--- config.mk ---
export PLATFORM = sky130hd
export DESIGN_NAME = duty_ramp_ctrl
export DESIGN_NICKNAME = d
export VERILOG_FILES = /design/src/rtl/duty_ramp_ctrl.sv
export SDC_FILE = /design/constraint.sdc
export NUM_CORES = 1
export LEC_CHECK = 0
export BUFFER_PORTS_ARGS = -buffer_cell sky130_fd_sc_hd__buf_2
export CAP_MARGIN = 25
export CELL_PAD_IN_SITES_DETAIL_PLACEMENT = 1
export CELL_PAD_IN_SITES_GLOBAL_PLACEMENT = 2
export CORE_UTILIZATION = 34
export CTS_CLUSTER_SIZE = 30
export DETAILED_ROUTE_END_ITERATION = 8
export PLACE_DENSITY_LB_ADDON = 0.12
export SYNTH_ARGS = -nofsm -noshare
export SYNTH_HDL_FRONTEND = slang
export SYNTH_SLANG_ARGS = --single-unit
--- constraint.sdc ---
create_clock -name clk -period 3.75 [get_ports clk]
set_input_delay 0 -clock clk [delete_from_list [all_inputs] [get_ports clk]]
set_output_delay 0 -clock clk [all_outputs]
set_load 0.05 [all_outputs]
--- src/rtl/duty_ramp_ctrl.sv ---
// Soft-start / reversal sequencer ahead of the PWM stage: slew-limits duty and
// only flips direction after ramping to zero and waiting out a dead time.
module duty_ramp_ctrl #(
   parameter int WIDTH      = 12,
   parameter int STEP       = 16,
   parameter int TICK_DIV   = 5000,
   parameter int DEAD_TICKS = 8
) (
   input  logic             clk,
   input  logic             reset,
   input  logic             enable,
   input  logic [WIDTH-1:0] target_duty,
   input  logic             target_dir,
   output logic [WIDTH-1:0] duty,
   output logic             dir,
   output logic             busy,
   output logic             at_target
);

   localparam int PW = (TICK_DIV > 1) ? $clog2(TICK_DIV) : 1;
   localparam int DW = (DEAD_TICKS > 1) ? $clog2(DEAD_TICKS) : 1;
   localparam logic [WIDTH:0]  STEP_W   = (WIDTH+1)'(STEP);
   localparam logic [PW-1:0]   PRE_LAST = PW'(TICK_DIV - 1);
   localparam logic [DW-1:0]   DEAD_LAST = DW'(DEAD_TICKS - 1);

   typedef enum logic [1:0] {RUN, DECEL, DEAD} state_t;

   state_t           state;
   logic             enable_q;
   logic [WIDTH-1:0] tgt_q;
   logic             tdir_q;
   logic [PW-1:0]    prescaler;
   logic [DW-1:0]    dead_cnt;
   logic [WIDTH-1:0] duty_reg;
   logic             dir_reg;
   logic             at_target_reg;
   logic             tick;
   logic [WIDTH-1:0] eff;

   assign tick      = (prescaler == PRE_LAST);
   assign eff       = enable_q ? tgt_q : '0;
   assign duty      = duty_reg;
   assign dir       = dir_reg;
   assign at_target = at_target_reg;
   assign busy      = ~at_target_reg;

   // One step toward goal, computed with a spare bit so it cannot wrap.
   function automatic logic [WIDTH-1:0] slew(input logic [WIDTH-1:0] cur,
                                             input logic [WIDTH-1:0] goal);
      logic [WIDTH:0] c;
      logic [WIDTH:0] g;
      logic [WIDTH:0] s;
      c = {1'b0, cur};
      g = {1'b0, goal};
      s = cur;
      if (c < g)
         s = (g - c > STEP_W) ? (c + STEP_W) : g;
      else if (c > g)
         s = (c - g > STEP_W) ? (c - STEP_W) : g;
      return s[WIDTH-1:0];
   endfunction

   always_ff @(posedge clk or negedge reset) begin
      if (!reset) begin
         state         <= RUN;
         enable_q      <= 1'b0;
         tgt_q         <= '0;
         tdir_q        <= 1'b0;
         prescaler     <= '0;
         dead_cnt      <= '0;
         duty_reg      <= '0;
         dir_reg       <= 1'b0;
         at_target_reg <= 1'b1;
      end else begin
         enable_q      <= enable;
         tgt_q         <= target_duty;
         tdir_q        <= target_dir;
         prescaler     <= tick ? '0 : prescaler + 1'b1;
         at_target_reg <= (state == RUN) && (duty_reg == eff) && (dir_reg == tdir_q);
         if (tick) begin
            case (state)
               RUN: begin
                  if (tdir_q != dir_reg)
                     state <= DECEL;
                  else
                     duty_reg <= slew(duty_reg, eff);
               end
               DECEL: begin
                  if (tdir_q == dir_reg) begin
                     state <= RUN;
                  end else if (duty_reg == '0) begin
                     state    <= DEAD;
                     dead_cnt <= '0;
                  end else begin
                     duty_reg <= slew(duty_reg, '0);
                  end
               end
               DEAD: begin
                  duty_reg <= '0;
                  // A reverted command lands here too: dir simply reloads its old value.
                  if (dead_cnt == DEAD_LAST) begin
                     dir_reg <= tdir_q;
                     state   <= RUN;
                  end else begin
                     dead_cnt <= dead_cnt + 1'b1;
                  end
               end
               default: state <= RUN;
            endcase
         end
      end
   end

endmodule

==> run metrics <==
pin count of the biggest net entering global routing=27; Fill cells=1,322; Final ANT Viol Nets=0; internal cell power=0.857 mW; register area share after synthesis=29.8%; syn_area_per_cell=8.47 um^2; Routability Congestion=0.843; Critical Path Most Common Cell=ha_1; number of flops mapped to enable cells by yosys=0; FP Rows=38; Unique masters post-synth=68; Via Count=3,615; Placed Instances=634; Slowest-stage cell, CP=or4b_1; Area after DPL=4330 um^2; CTS tree=built; Antenna Cells=0; IO Port Bufs=30; Switching Share=27.4%; Worst Path Required=3920 ps; Levels on crit path=11; Synth warnings=0; setup TNS=0 ps; Die Y-Extent=109 um; CTS Sinks=46; Initial DRC Count=208; Remaining DRCs=0; Mapped Cells=457; core footprint=11,000 um^2; status=finished clean; antenna violations before repair=0; ranking of synthesized cells by area=dfrtp_1 29%, ha_1 12%, xnor2_1 4.8%; Synth top area share=29.1%; Peak Freq=282 MHz; final period utilization=94.6%; Reg power frac=43.2%; Gate power share=17.6%; CP Cell Sequence=nand2_1 -> ha_1 -> ha_1 -> nor3_1 -> a221oi_1 -> or4b_1 -> a32o_1 -> nor4_4 -> o211ai_4 -> o21a_4 -> a311o_1; global-route usage over all layers=22.1%; clock network power share=39.3%; Layout area overhead=19.7%; hold crit path type=primary input to asynchronous set/reset pin; Die W=109 um; gr ovfl total=0; clk root buf=clkbuf_16; Synth area leader=dfrtp_1; CTS Buf Count=5; CTS max path bufs=2; Clk pin slew, worst setup/hold paths=70 ps; Worst path max stage delay=510 ps; R2R cell count=11; Netlist Area Pre-Place=3870 um^2; Initial Util=35.2%; Setup CP Type=flip-flop to flip-flop; Period minus WS final=3550 ps; Setup Skew=4.60 ps; DR WL/cell=18.7 um; global-route wire length before repair=19,800 um; maximum vdd drop=182 uV; number of flip-flops under the largest register name=13; relative slew slack=61.2%; Final setup viols=0; CP max FO=15; Main synth FF type=dfrtp_1; via count of the first global-routing pass=3,840; drt first pass iters=4; Async S/R FF share, synth=100%; HPWL after DPL=9800 um; Psw=0.323 mW; top-level I/O count=31; Syn Nets=511; H-tree level count=2; Final Instance Area=4630 um^2; Final Non-Filler Cells=657; Leakage=2.17 nW; Total Nets Final=570; RSZ-0062 raised after global routing=false; Max Cap Viol=0; Slew Limit Fails=0; crit-path leading delay family=compound AO/OA/AOI/OAI gates; share of layout cells above drive strength 1=15.5%; Worst EP arrival=3720 ps; drt total wl=12,300 um; Worst-Margin Slew=580 ps; register bit total from synthesis=46; Clock Latency Late Sink=290 ps; WP buf/inv=0; CP endpoint kind=flip-flop; Final Hold Fails=0; die area=11,800 um^2; Pwr per Cell Area=255 nW/um^2; Via-to-Cell Ratio=5.50; Setup crit start kind=flip-flop
-- cell type report --
class                   count  area (um^2)  area share (%)
inverters                  37          139            3.00
repair buffers             72          528            11.4
multi-input cells         354         2480            53.6
well taps                 140          175            3.78
clock buffers               6          139            3.00
flip-flops and latches     46         1150            24.9
clock inverters             2         12.5           0.270
-- final timing paths --
kind	startpoint	end	slack, ps
hold reg to reg	prescaler[5]	prescaler[5]	490
max in group asynchronous	reset	at_target	2910
setup reg to reg	enable_q	duty[2]	200
hold / removal	reset	duty[8]	230
min in group clk	target_dir	tdir_q	350
setup / recovery	enable_q	duty[2]	200
-- Yosys cell counts, types with 2 or more instances --
cell and number:
buf_6 2, xnor2_1 21, a21o_1 7, and3_1 6, o211ai_1 4, a21oi_1 28
mux2_2 4, clkbuf_1 14, or3_1 4, nand2b_1 5, nor2_1 33, o2111ai_1 4
nand4_1 5, nor2b_1 5, o41ai_1 2, o221ai_1 2, o2111a_1 2, a211oi_1 3
ha_1 38, nand3b_1 3, nor3_1 15, dfrtp_1 45, or2_2 2, nand2_1 39
a31oi_1 3, a41oi_1 2, buf_2 3, a211o_1 2, xor2_1 8, a22oi_1 6
o21ai_0 31, nand3_1 17, o21a_1 4, a311o_1 4, mux2i_1 8, nor4_1 9
inv_1 36
-- per-stage QoR --
| step | power [mW] | setup slack, ps | utilization (%) | hold slack, ps |
|---|---|---|---|---|
| after CTS | 1.19 | 103 | 42.2 | 230 |
| after floorplan | 0.643 | 39.4 | - | -296 |
| after global placement | 0.709 | 273 | 39.2 | 108 |
| final | 1.18 | 202 | 42.2 | 231 |
| after detailed placement | 0.714 | 129 | 39.4 | 12.1 |
| after global routing | 1.24 | 1.45 | 42.2 | 295 |
-- cell usage in the layout (no fill, tap or decap), drive strengths merged, types with 4 or more instances in the layout --
cell type	Yosys	routed
a21o	7	7
a21oi	29	29
a22oi	6	6
a311o	4	4
and3	6	6
buf	6	57
clkbuf	14	6
dfrtp	45	45
dlygate4sd3	0	15
ha	38	38
inv	36	36
mux2	4	4
mux2i	8	8
nand2	39	39
nand2b	5	5
nand3	17	17
nand4	5	5
nor2	33	33
nor2b	5	5
nor3	15	15
nor4	10	10
o2111ai	4	4
o211ai	5	5
o21a	5	5
o21ai	32	32
or3	4	4
xnor2	21	21
xor2	8	8
-- power groups by stage --
stage / combinational, mW / sequential [mW] / clock [mW]
final: 0.207 / 0.509 / 0.463
after CTS: 0.209 / 0.509 / 0.476
after global routing: 0.230 / 0.510 / 0.496
after global placement: 0.190 / 0.519 / 0
after detailed placement: 0.196 / 0.519 / 0
after floorplan: 0.127 / 0.517 / 0
-- what timing repair did --
action | 4_1_cts | 5_1_grt
endpoints found under the hold margin | 34 | 0
resized for setup | 0 | 2
endpoints found under the setup margin | 0 | 9
buffers inserted | 0 | 0
hold buffers | 15 | 0
-- logic make-up after synthesis --
family	after synthesis	synth area share (%)
adder cells (fa/ha/maj)	38	12.3
AND/OR/NAND/NOR	154	20.7
multiplexers	12	3.23
flip-flops	46	29.8
AO/OA/AOI/OAI	121	21.4
buffers and inverters	57	6.01
XOR/XNOR	29	6.56
-- per-layer routing --
| layer | wire length, um | track usage (%) | vias to the layer above |
|---|---|---|---|
| met3 | 293 | 2.69 | 14 |
| met1 | 5690 | 27.9 | 1800 |
| met5 | 0 | 0 | - |
| met4 | 179 | 6.66 | 0 |
| met2 | 6110 | 39.3 | 43 |
| li1 | - | - | 1758 |
(Power assumes the default switching activity.)
